$ cat src/rtl/if_stage_pkg.sv
`default_nettype none
// ============================================================================
//  Module      : if_stage_pkg
//  Description : Shared types and helpers for the instruction fetch stage.
//                The fetch FSM state encoding, the packed output-slot record
//                {valid, instr, pc}, and the word-align helper for redirects.
//  Revision    : 1.0 - initial release
// ============================================================================
package if_stage_pkg;

    localparam int c_XLEN = 32;

    typedef enum logic [1:0] {
        IDLE    = 2'd0,
        REQ     = 2'd1,
        DISCARD = 2'd2
    } fetch_state_e;

    typedef struct packed {
        logic               valid;
        logic [c_XLEN-1:0]  instr;
        logic [c_XLEN-1:0]  pc;
    } fetch_data_t;

    // Redirect targets are forced onto a word boundary.
    function automatic logic [c_XLEN-1:0] align_word(input logic [c_XLEN-1:0] addr);
        return addr & ~(c_XLEN'(3));
    endfunction

endpackage
`default_nettype wire

$ cat src/rtl/if_stage_if.sv
`default_nettype none
// ============================================================================
//  Module      : if_stage_if
//  Description : Bus bundle for the fetch stage. Carries both the
//                instruction-memory request/response channel and the IF->ID
//                valid/ack handshake.
//    mem_req_o   fetch request, held until mem_valid_i
//    mem_addr_o  fetch address, stable while mem_req_o
//    mem_valid_i one-cycle response strobe
//    mem_data_i  instruction word returned with mem_valid_i
//    valid_o     instr_o/pc_o hold an instruction for decode
//    instr_o     fetched instruction
//    pc_o        address of instr_o
//    ack_i       decode consumed the instruction this cycle
//  Modports    : master = fetch stage, slave = memory + decode environment
//  Revision    : 1.0 - initial release
// ============================================================================
interface if_stage_if import if_stage_pkg::*; ();

    logic               mem_req_o;
    logic [c_XLEN-1:0]  mem_addr_o;
    logic               mem_valid_i;
    logic [c_XLEN-1:0]  mem_data_i;
    logic               valid_o;
    logic [c_XLEN-1:0]  instr_o;
    logic [c_XLEN-1:0]  pc_o;
    logic               ack_i;

    modport master (
        output mem_req_o,
        output mem_addr_o,
        input  mem_valid_i,
        input  mem_data_i,
        output valid_o,
        output instr_o,
        output pc_o,
        input  ack_i
    );

    modport slave (
        input  mem_req_o,
        input  mem_addr_o,
        output mem_valid_i,
        output mem_data_i,
        input  valid_o,
        input  instr_o,
        input  pc_o,
        output ack_i
    );

endinterface
`default_nettype wire

$ cat src/rtl/if_stage.sv
`default_nettype none
// ============================================================================
//  Module      : if_stage
//  Description : Instruction fetch stage. Issues one fetch at a time to
//                instruction memory and presents {instr, pc} to decode over
//                a valid/ack handshake. flush_i redirects to pc_target_i and
//                drops any fetched or in-flight word; halt_i freezes all state.
//  Ports       :
//    clk          core clock
//    rstn_i       asynchronous reset, active-low
//    flush_i      redirect request
//    halt_i       freeze all state
//    pc_target_i  redirect target, sampled with flush_i
//    bus          if_stage_if.master (memory channel + decode handshake)
//  Revision    : 1.0 - initial release
// ============================================================================
module if_stage
    import if_stage_pkg::*;
#(
    parameter logic [c_XLEN-1:0] RESET_PC = 32'h0000_0000,
    parameter logic [c_XLEN-1:0] PC_INC   = 32'd4
) (
    input  wire logic               clk,
    input  wire logic               rstn_i,
    input  wire logic               flush_i,
    input  wire logic               halt_i,
    input  wire logic [c_XLEN-1:0]  pc_target_i,
    if_stage_if.master              bus
);

    fetch_state_e       r_state;
    fetch_state_e       w_state_nxt;
    logic [c_XLEN-1:0]  r_pc;       // next sequential fetch address
    logic [c_XLEN-1:0]  r_addr;     // address of the outstanding request
    fetch_data_t        r_data;     // output slot towards decode

    logic               w_slot_free;
    logic               w_issue;
    logic               w_load;

    // A new request is only launched when the slot will be empty by the time
    // the response returns, so the response always has somewhere to land.
    assign w_slot_free = !r_data.valid || bus.ack_i;
    assign w_issue     = (r_state == IDLE) && w_slot_free && !flush_i;
    assign w_load      = (r_state == REQ) && bus.mem_valid_i && !flush_i;

    // ------------------------------------------------------------------
    // State register
    // ------------------------------------------------------------------
    always_ff @(posedge clk or negedge rstn_i) begin
        if (!rstn_i) begin
            r_state <= IDLE;
        end else if (!halt_i) begin
            r_state <= w_state_nxt;
        end
    end

    // ------------------------------------------------------------------
    // Next-state logic
    // ------------------------------------------------------------------
    always_comb begin
        w_state_nxt = r_state;
        case (r_state)
            IDLE: begin
                if (w_issue) begin
                    w_state_nxt = REQ;
                end
            end
            REQ: begin
                // A flushed request still owes us one response; DISCARD
                // swallows it unless it arrives in the flush cycle itself.
                if (flush_i) begin
                    w_state_nxt = bus.mem_valid_i ? IDLE : DISCARD;
                end else if (bus.mem_valid_i) begin
                    w_state_nxt = IDLE;
                end
            end
            DISCARD: begin
                if (bus.mem_valid_i) begin
                    w_state_nxt = IDLE;
                end
            end
            default: begin
                w_state_nxt = IDLE;
            end
        endcase
    end

    // ------------------------------------------------------------------
    // Outputs
    // ------------------------------------------------------------------
    always_comb begin
        bus.mem_req_o  = (r_state == REQ) || (r_state == DISCARD);
        bus.mem_addr_o = r_addr;
        bus.valid_o    = r_data.valid;
        bus.instr_o    = r_data.instr;
        bus.pc_o       = r_data.pc;
    end

    // ------------------------------------------------------------------
    // PC, request address and output slot
    // ------------------------------------------------------------------
    always_ff @(posedge clk or negedge rstn_i) begin
        if (!rstn_i) begin
            r_pc   <= RESET_PC;
            r_addr <= RESET_PC;
            r_data <= '0;
        end else if (!halt_i) begin
            if (flush_i) begin
                r_pc <= align_word(pc_target_i);
            end else if (w_load) begin
                r_pc <= r_addr + PC_INC;
            end

            if (w_issue) begin
                r_addr <= r_pc;
            end

            // Flush wins over both a load and a same-cycle ack.
            if (flush_i) begin
                r_data.valid <= 1'b0;
            end else if (w_load) begin
                r_data <= '{valid: 1'b1, instr: bus.mem_data_i, pc: r_addr};
            end else if (bus.ack_i) begin
                r_data.valid <= 1'b0;
            end
        end
    end

endmodule
`default_nettype wire

$ cat src/flat_wrapper.sv
// flat-port wrapper written by rule: the top's interface ports become plain ports
module if_stage_flat import if_stage_pkg::*;
#(
    parameter logic [c_XLEN-1:0] RESET_PC = 32'h0000_0000,
    parameter logic [c_XLEN-1:0] PC_INC   = 32'd4
)
  (clk, rstn_i, flush_i, halt_i, pc_target_i, bus_mem_req_o, bus_mem_addr_o, bus_mem_valid_i, bus_mem_data_i, bus_valid_o, bus_instr_o, bus_pc_o, bus_ack_i);
  if_stage_if bus_i ();
  input  wire logic clk;
  input  wire logic rstn_i;
  input  wire logic flush_i;
  input  wire logic halt_i;
  input  wire logic [c_XLEN-1:0] pc_target_i;
  output wire logic [$bits(bus_i.mem_req_o)-1:0] bus_mem_req_o;
  output wire logic [$bits(bus_i.mem_addr_o)-1:0] bus_mem_addr_o;
  input wire logic [$bits(bus_i.mem_valid_i)-1:0] bus_mem_valid_i;
  input wire logic [$bits(bus_i.mem_data_i)-1:0] bus_mem_data_i;
  output wire logic [$bits(bus_i.valid_o)-1:0] bus_valid_o;
  output wire logic [$bits(bus_i.instr_o)-1:0] bus_instr_o;
  output wire logic [$bits(bus_i.pc_o)-1:0] bus_pc_o;
  input wire logic [$bits(bus_i.ack_i)-1:0] bus_ack_i;
  assign bus_mem_req_o = bus_i.mem_req_o;
  assign bus_mem_addr_o = bus_i.mem_addr_o;
  assign bus_i.mem_valid_i = bus_mem_valid_i;
  assign bus_i.mem_data_i = bus_mem_data_i;
  assign bus_valid_o = bus_i.valid_o;
  assign bus_instr_o = bus_i.instr_o;
  assign bus_pc_o = bus_i.pc_o;
  assign bus_i.ack_i = bus_ack_i;
  if_stage #(.RESET_PC(RESET_PC), .PC_INC(PC_INC)) u_core (.clk(clk), .rstn_i(rstn_i), .flush_i(flush_i), .halt_i(halt_i), .pc_target_i(pc_target_i), .bus(bus_i));
endmodule
$ cat config.mk
export PLATFORM = sky130hd
export DESIGN_NAME = if_stage_flat
export DESIGN_NICKNAME = d
export VERILOG_FILES = /design/src/rtl/if_stage_pkg.sv /design/src/rtl/if_stage_if.sv /design/src/rtl/if_stage.sv /design/src/flat_wrapper.sv
export SDC_FILE = /design/constraint.sdc
export NUM_CORES = 1
export LEC_CHECK = 0
export BUFFER_PORTS_ARGS = -buffer_cell sky130_fd_sc_hd__buf_2
export CAP_MARGIN = 20
export CORE_MARGIN = 2
export CORE_UTILIZATION = 30
export DETAILED_ROUTE_END_ITERATION = 16
export PLACE_DENSITY = 0.56
export SYNTH_ARGS = -nofsm -noshare
export SYNTH_HDL_FRONTEND = slang
export SYNTH_SLANG_ARGS = --single-unit
$ cat constraint.sdc
create_clock -name clk -period 3.03 [get_ports clk]
set_input_delay 0.4545 -clock clk [delete_from_list [all_inputs] [get_ports clk]]
set_output_delay 0.4545 -clock clk [all_outputs]
set_load 0.01 [all_outputs]
==> run summary, run 1 <==
The number of input and output port buffers inserted came out at around 170. Cells with a size suffix above 1 make up between 30% and 40% of the layout. The global routing stage identified its most utilized layer as met2.

The relative slew slack is 46.1%. The maximum fanout encountered on the critical timing path came out at 21. The number of standard-cell rows in the floorplan came out at 50. After clock tree synthesis, the clock-pin slew on the worst setup and hold paths is around 0.06 ns.

The count of final setup violators is 0. The Yosys step of the flow raised 0 warnings. The tightest min-delay check is of the input pin to flop type.

The power density of the placed cells came out at 927 mW/mm^2. The category of the worst setup path capture point is a flop. The final non-filler cell total came out at between 1000 and 1500. The share of synthesized flip-flops with an asynchronous set or reset came out at 100%.

The count of unique library cells instantiated by Yosys is 34. The data required time at the worst endpoint came out at around 3.3 ns. The cell count after placement came out at 1009.

The number of instances in the synthesized netlist came out at roughly 600. The synthesized area per cell came out at between 9 and 10 sq um. The DRC violation count after routing came out at 0.

The number of setup buffers added after CTS is 0. The hold violation count in the final report was 0. The total clock buffers created by CTS is 17. The half-perimeter wire length of the detailed placement result is 10.6 mm. The number of nets in the synthesized netlist came out at 683. For this configuration, the core starts out at a cell density of 30.8%.

The final critical path time including I/O delays and setup came out at between 2 and 2.5 ns. The post-layout worst setup margin is just over 0.7 ns. Once layout is done, the placed cells without fillers occupy approximately 0.0075 sq mm. The insertion delay to the later sink of the worst-skew pair came out at roughly 0.42 ns. The synthesis-stage register bit count came out at between 100 and 150. The met1 track demand over resource in global routing came out at between 10% and 20%. The first TritonRoute pass finished after 4 iterations. The placed instances occupy a cell area of approximately 0.007 sq mm. Clock skew on the completed layout was measured at ~0.0077 ns.

Max-cap violations in this run came to 0. The area growth from synthesis to layout is 29.6%. sky130_fd_sc_hd__nand2_1 is the most common cell in the netlist. The number of H-tree branching levels is 4.

The worst ir drop on vdd is approximately 400 uV. The data arrival time at the worst-slack endpoint came out at roughly 2.6 ns. The category of the most critical setup path is flop to flop. The first global-routing pass estimated roughly 26 mm of wire.

The floorplan step set the die width to between 100 and 150 um. The number of cells traversed by the worst register-to-register path is 6. The synthesized cell area is between 0.005 and 0.006 sq mm. The period utilization came out at roughly 76%. Entering global routing, the biggest net connects 55 pins. The average vias per placed instance is roughly 4.6. The leakage dissipation came out at ~3.8 nW. The y dimension of the die came out at around 140 um.

The fraction of post-synthesis cell area in the top cell type by area came out at a little under three fifths. The boundary pin count came out at 168. The highest clock frequency the design can meet is ~430 MHz.

The total negative slack for setup checks came out at 0 ns. The clock tree root driver cell is sky130_fd_sc_hd__clkbuf_16. The final global-route overflow total is 0. The count of antenna-violating nets left after detailed routing came out at 0. The tree built by TritonCTS fans out to roughly 130 sinks.

The floorplan step defined a die boundary enclosing slightly above 0.02 sq mm. The via count came out at a little under 5000. Counting along the longest clock path gives a buffer depth of 2. The total count of max-transition violations in the final report is 0. Ranked by total cell area, the synthesized netlist is headed by sky130_fd_sc_hd__dfrtp_1 56%, sky130_fd_sc_hd__nand2_1 14%, sky130_fd_sc_hd__mux2_2 6.2%.

The top cell type by total area after synthesis is sky130_fd_sc_hd__dfrtp_1. The global-route met3 utilization came out at about 5.6%. The via count of the first global-routing pass is 4841.

The number of instances resized during post-cts repair is 0. Routability-driven placement finished with a final weighted congestion of around 0.76. In the synthesized netlist the dominant register cell turns out to be sky130_fd_sc_hd__dfrtp_1. The initial antenna violation count is 3. Ranked by instance count, the synthesized netlist is headed by 213 x sky130_fd_sc_hd__nand2_1, 131 x sky130_fd_sc_hd__dfrtp_1, 32 x sky130_fd_sc_hd__mux2_2, 30 x sky130_fd_sc_hd__a21oi_1, 27 x sky130_fd_sc_hd__nor2_1. Prior to clock tree synthesis, the placed netlist has a worst setup slack of between 0.6 and 0.7 ns.

The total power of the final layout came out at about 7 mW. After detailed routing, the total wire length is approximately 16 mm. The number of synthesized flops with an enable pin is 0. The number of DRC markers after the initial detailed-route iteration came out at 183. The final layout net count is about 840.

STA classifies the critical path startpoint as a flop. The share of the yosys chip area belonging to registers is a little under three fifths. The routed length per instance came out at roughly 15 um.

The global router's overall resource usage is between 15 and 20%. TritonCTS built the clock tree. At the pin with the least slew margin, the transition time is just over 0.8 ns.

The core region is around 0.019 sq mm. The count of hold-fix buffers inserted at cts is 1. The cell count of the worst hold path came out at 3.

The run finished with clean final reports. Setup repair after global routing left no endpoint under its margin. The met2 global-route usage is 27.2%.
## worst max-delay path: stages, from the launching register on
cell and delay, ns:
sky130_fd_sc_hd__dfrtp_1 0.42, sky130_fd_sc_hd__inv_1 0.09, sky130_fd_sc_hd__ha_1 0.23, sky130_fd_sc_hd__a21oi_1 0.21, sky130_fd_sc_hd__or2_1 0.67, sky130_fd_sc_hd__buf_4 0.39
sky130_fd_sc_hd__o21ai_0 0.16
## layer usage
layer  routed length, um  part of all wire (%)
met4                 199                   1.2
met3                 992                   6.2
met1                7090                    44
met5                  26                  0.16
met2                7630                    48
## registers in the layout, indices dropped and copies added (netlist names)
name / cells
u_core.bus.instr_o: 32
u_core.bus.mem_addr_o: 32
u_core.bus.pc_o: 32
u_core.r_pc: 32
u_core.r_state: 2
u_core.bus.valid_o: 1
## layout by cell type (no fill, tap or decap), types with 2 or more instances in the layout
| master | n |
|---|---|
| sky130_fd_sc_hd__nand2_1 | 212 |
| sky130_fd_sc_hd__buf_2 | 164 |
| sky130_fd_sc_hd__dfrtp_1 | 131 |
| sky130_fd_sc_hd__mux2_2 | 32 |
| sky130_fd_sc_hd__a21oi_1 | 30 |
| sky130_fd_sc_hd__nor2_1 | 26 |
| sky130_fd_sc_hd__o21ai_0 | 25 |
| sky130_fd_sc_hd__xnor2_1 | 19 |
| sky130_fd_sc_hd__clkbuf_16 | 17 |
| sky130_fd_sc_hd__o22ai_1 | 13 |
| sky130_fd_sc_hd__and3_1 | 12 |
| sky130_fd_sc_hd__nand3_1 | 9 |
| sky130_fd_sc_hd__nand4_1 | 9 |
| sky130_fd_sc_hd__xor2_1 | 9 |
| sky130_fd_sc_hd__buf_4 | 7 |
| sky130_fd_sc_hd__inv_1 | 6 |
| sky130_fd_sc_hd__nor4_2 | 5 |
| sky130_fd_sc_hd__nor3_1 | 5 |
| sky130_fd_sc_hd__ha_1 | 5 |
| sky130_fd_sc_hd__and4_1 | 4 |
| sky130_fd_sc_hd__clkinv_2 | 4 |
| sky130_fd_sc_hd__clkinvlp_4 | 4 |
| sky130_fd_sc_hd__buf_12 | 3 |
| sky130_fd_sc_hd__nand2b_1 | 2 |
| sky130_fd_sc_hd__or2_1 | 2 |
| sky130_fd_sc_hd__or3_1 | 2 |
| sky130_fd_sc_hd__nor4_1 | 2 |
| sky130_fd_sc_hd__mux2i_1 | 2 |
| sky130_fd_sc_hd__a22o_1 | 2 |
| sky130_fd_sc_hd__clkbuf_8 | 2 |
| sky130_fd_sc_hd__inv_6 | 2 |
## report_power, final
part           total (mW)  internal (mW)  leakage, nW  switching, mW
Sequential           3.01           2.40         1.63          0.611
Combinational        2.02          0.948         1.92           1.07
Clock                1.97           1.17        0.269          0.798
Total                7.00           4.52         3.81           2.48
## worst paths after layout
check | slack (ns) | from | end
min reg2reg | 0.47 | u_core.bus.pc_o[0]$_DFFE_PN0P_ | u_core.bus.pc_o[0]$_DFFE_PN0P_
max reg2reg | 0.72 | u_core.r_state[1]$_DFFE_PN0P_ | u_core.r_pc[5]$_DFFE_PN0P_
min in group asynchronous | 0.55 | rstn_i | u_core.bus.instr_o[17]$_DFFE_PN0P_
max in group asynchronous | 1.69 | rstn_i | u_core.bus.pc_o[6]$_DFFE_PN0P_
min | 0.22 | bus_mem_data_i[29] | u_core.bus.instr_o[29]$_DFFE_PN0P_
max | 0.72 | u_core.r_state[1]$_DFFE_PN0P_ | u_core.r_pc[5]$_DFFE_PN0P_
## kinds of logic after synthesis
logic type,after synthesis,synth area share (%)
adders and majority gates,5,1.07
AOI/OAI and AO/OA,74,6.94
buffers and inverters,40,2.84
muxes,34,6.53
and+or+nand+nor,296,22.1
DFF,131,56.3
xor gates and xnor gates,28,4.21
## final cells by class
cell class	count	area, sq um
clock buffers	20	457
clock inverters	12	106
diodes	1	2.50
repair buffers	176	955
well taps	260	325
multi-input cells	437	2400
inverters	6	22.5
flip-flops and latches	131	3280
fillers	1958	11300
## per-stage QoR
step	hold WS [ns]	util, %
4_1_cts	0.197	39.9
3_5_place_dp	0.441	36.9
2_1_floorplan	0.159	-
5_1_grt	0.209	39.9
6_report	0.215	39.9
3_3_place_gp	0.442	36.9
(Power assumes the default switching activity.)
==> run 2, diff against run 1 <==
Settings changed: ABC_AREA from default to 1, PLACE_DENSITY 0.56 to 0.57.
Clock period 3.03 ns to 2.1 ns, I/O delays scaled along.
==> run summary, run 2 <==
The number of H-tree branching levels was 4 (unchanged). The cell count of the worst hold path came out at 3 (unchanged). The final layout net count came out at 1019 (+21%). The synthesized design spends more area on one cell type than any other, namely sky130_fd_sc_hd__dfrtp_1. The data required time at the worst endpoint came out at 2.40 ns (-0.91 ns).

The final-layout fill cell count came out at 2088 (+6.6%). By count the netlist is led by 288 x sky130_fd_sc_hd__nand2_1, 131 x sky130_fd_sc_hd__dfrtp_1, 96 x sky130_fd_sc_hd__nor2_1, 68 x sky130_fd_sc_hd__o21ai_0, 56 x sky130_fd_sc_hd__inv_1. The insertion delay to the later sink of the worst-skew pair is 0.43 ns (about the same). The area of the placeable core came out at 0.0202 sq mm (+7.1%). The part of the total power dissipated in combinational logic is 32.7% (+3.9 points). The share of the yosys chip area belonging to registers was 53.2% (-3.1 points). In this run the worst hold path is classified as input pin to flop. The number of clock sinks seen by CTS came to 131 (unchanged).

The period utilization came out at 84.0% (+7.7 points). The layout cell share with drive strength beyond 1 is 23.9% (-7.8 points). The total setup buffers inserted after CTS is 0 (unchanged). The count of hold-fix buffers inserted at cts was 1 (unchanged). Setup repair after global routing left no endpoint under its margin. After synthesis, the cell types taking the most area are sky130_fd_sc_hd__dfrtp_1 53%, sky130_fd_sc_hd__nand2_1 18%, sky130_fd_sc_hd__nor2_1 5.8%. The DRC violation count after routing is 0 (unchanged). The synthesized area per cell came to 7.87 sq um (-18%). The synthesis-stage register bit count is 131 (unchanged). The number of cells traversed by the worst register-to-register path is 8 (+2). The area of combinational cells with multiple inputs was 0.00247 sq mm (+2.9%). The via count is 5481 (+13%). The final cell utilization of the core came to 39.1% (-0.84 points). The net switching power came out at 4.29 mW (+73%). The final critical path time including I/O delays and setup is 1.76 ns (-0.548 ns). The share of synthesized flip-flops with an asynchronous set or reset is 100% (unchanged).

The synthesis warning total is 0 (unchanged). The average vias per placed instance is 4.47 (-3.7%). The fraction of post-synthesis cell area in the top cell type by area is 53.2% (-3.1 points). The number of input and output port buffers inserted is 165 (unchanged). STA classifies the critical path startpoint as a flop.

The routability congestion estimate from global placement came out at 0.829 (+9.2%). The initial standard-cell utilization of the core came to 30.5% (-0.36 points). The number of synthesized flops with an enable pin came to 0 (unchanged). The synthesized cell area was 0.00617 sq mm (+5.9%). The number of standard-cell rows in the floorplan is 52 (+4.0%). The final antenna diode count is 0 (-1). The minimum setup slack after placement is 0.329 ns (-0.346 ns).

The data arrival time at the worst-slack endpoint came out at 2.07 ns (-0.52 ns). The maximum fanout encountered on the critical timing path is 35 (+67%). The area of the die came out at 0.0217 sq mm (+5.7%). Among all cell types in the netlist, the one instantiated most often is sky130_fd_sc_hd__nand2_1. The global router's overall resource usage is 16.4% (+0.10 points). In the layout the commonest cells are 288 x sky130_fd_sc_hd__nand2_1, 164 x sky130_fd_sc_hd__buf_2, 131 x sky130_fd_sc_hd__dfrtp_1. The worst setup path is captured at a flop. The routed length per instance is 14.3 um (-6.6%). The combined flip-flop and latch cell area is 0.00328 sq mm (unchanged). Leaving out fill and tap cells, the most frequent cell in the layout is sky130_fd_sc_hd__nand2_1. The chip width is 147 um (+2.8%). The half-perimeter wire length of the detailed placement result is 12.8 mm (+20%). The TritonCTS clock tree is built. The first-pass GRT wire length came to 27.5 mm (+7.9%). The boundary pin count is 168 (unchanged). The first-pass iteration count of the detailed router came out at 7 (+3). The clock share of power is 28.1% (about the same). The number of nets in the synthesized netlist came out at 858 (+26%). The wire length reported by the detailed router came to 17.5 mm (+9.9%).

The number of instances resized during post-cts repair is 0 (unchanged). The dominant synthesized flop cell is sky130_fd_sc_hd__dfrtp_1. Compared with the post-synthesis result, the final layout area differs by 28.3%.

The count of final setup violators came out at 0 (unchanged). The leakage dissipation is 4.10 nW (+7.6%). The clock tree root driver cell is sky130_fd_sc_hd__clkbuf_16. The power density of the placed cells came out at 1430 mW/mm^2 (+54%). The number of instances in the synthesized netlist is 783 (+29%).

The hold violation count in the final report is 0 (unchanged). The final non-filler cell total is 1227 (+18%). The clock-pin slew reported for the worst setup and hold paths after clock tree synthesis is 0.06 ns (about the same).

The count of unique library cells instantiated by Yosys is 29 (-15%). The proportion of total power due to net switching is 37.9% (+2.5 points). The post-route cell area came out at 0.00791 sq mm (+4.9%). The worst ir drop on vdd came out at 533 uV (+36%). The count of antenna-violating nets left after detailed routing is 0 (unchanged).

The post-detailed-placement cell area is 0.00727 sq mm (+4.3%). The category of the most critical setup path is flop to flop. The total count of max-transition violations in the final report is 0 (unchanged). The final global-route overflow total came out at 0 (unchanged).

The total clock buffers created by CTS came out at 17 (unchanged). The fraction of power consumed by sequential logic came out at 39.2% (-3.8 points). The relative slew slack came out at 57.0% (+11 points).

The pin slew with the least headroom to its limit is 0.644 ns (-0.164 ns). The post-route clock skew is 0.0119 ns (+0.00415 ns). The initial antenna violation count is 0 (-3).

The internal power is 7.02 mW (+55%). The highest clock frequency the design can meet is 567 MHz (+31%). The largest buffer count on any clock path is 2 (unchanged). The largest net degree at the start of global routing is 56 (+1.8%).

The number of max-cap violations came out at 0 (unchanged). The total negative slack for setup checks came to 0 ns (unchanged). The cell count after placement is 1194 (+18%). The y dimension of the die came out at 147 um (+2.8%). The via count of the first global-routing pass is 5042 (+4.2%). The number of DRC markers after the initial detailed-route iteration came to 298 (+63%). The post-layout worst setup margin is 0.337 ns (-0.382 ns). The run finished with clean final reports.
run 2: power groups by stage:
| stage | clock (mW) | sequential [mW] | combinational [mW] |
|---|---|---|---|
| after floorplan | 0 | 4.73 | 1.75 |
| after global placement | 0 | 4.44 | 3.71 |
| after detailed placement | 0 | 4.47 | 3.75 |
| after CTS | 3.25 | 4.43 | 3.77 |
| after global routing | 3.37 | 4.61 | 4.20 |
| final | 3.18 | 4.44 | 3.69 |
run 2: final cells by class:
| class | count | share of cell area (%) |
|---|---|---|
| sequential | 131 | 41.4 |
| timing repair buffer | 174 | 12.2 |
| clock inverter | 15 | 2.61 |
| inverter | 61 | 2.92 |
| multi-input combinational | 559 | 31.2 |
| tap | 270 | 4.27 |
| clock buffer | 17 | 5.38 |
run 2: logic make-up (layout without fill, tap and decap cells):
kind of cell	count (synthesis)	in the layout	synth area share [%]
xor+xnor	4	4	0.568
buf+inv	93	267	6.86
simple gates	441	441	29.1
fa+ha+maj	5	5	1.01
compound gates	109	109	9.27
flops	131	131	53.2
run 2: final timing paths:
path / startpoint / endpoint / slack, ns
max: u_core.r_state[1]$_DFFE_PN0P_ / u_core.r_pc[18]$_DFFE_PN0P_ / 0.34
min in group asynchronous: rstn_i / u_core.bus.instr_o[0]$_DFFE_PN0P_ / 0.37
min: bus_mem_data_i[22] / u_core.bus.instr_o[22]$_DFFE_PN0P_ / 0.09
max in group asynchronous: rstn_i / u_core.bus.instr_o[27]$_DFFE_PN0P_ / 1.11
max reg2reg: u_core.r_state[1]$_DFFE_PN0P_ / u_core.r_pc[18]$_DFFE_PN0P_ / 0.34
min reg2reg: u_core.bus.instr_o[31]$_DFFE_PN0P_ / u_core.bus.instr_o[31]$_DFFE_PN0P_ / 0.47
run 2: per-layer routing:
metal	vias to the layer above	track usage [%]	part of all wire (%)
li1	2781	-	-
met1	2534	23.2	49
met2	151	24.8	45
met3	15	4.22	5.1
met4	0	4.47	1.0
met5	-	0	0
run 2: worst max-delay path: stages, from the launching register on:
cell                      delay (ns)
sky130_fd_sc_hd__dfrtp_1        0.41
sky130_fd_sc_hd__inv_1          0.10
sky130_fd_sc_hd__ha_1           0.21
sky130_fd_sc_hd__nand2_1        0.09
sky130_fd_sc_hd__a21oi_2        0.07
sky130_fd_sc_hd__inv_2          0.48
sky130_fd_sc_hd__nor2_1         0.11
sky130_fd_sc_hd__nand2_1        0.09
sky130_fd_sc_hd__o21ai_0        0.07
run 2: stage by stage:
step	total power, mW	hold WS [ns]
4_1_cts	11.5	0.0724
6_report	11.3	0.0866
3_5_place_dp	8.22	0.265
5_1_grt	12.2	0.0705
2_1_floorplan	6.48	0.0194
3_3_place_gp	8.15	0.266
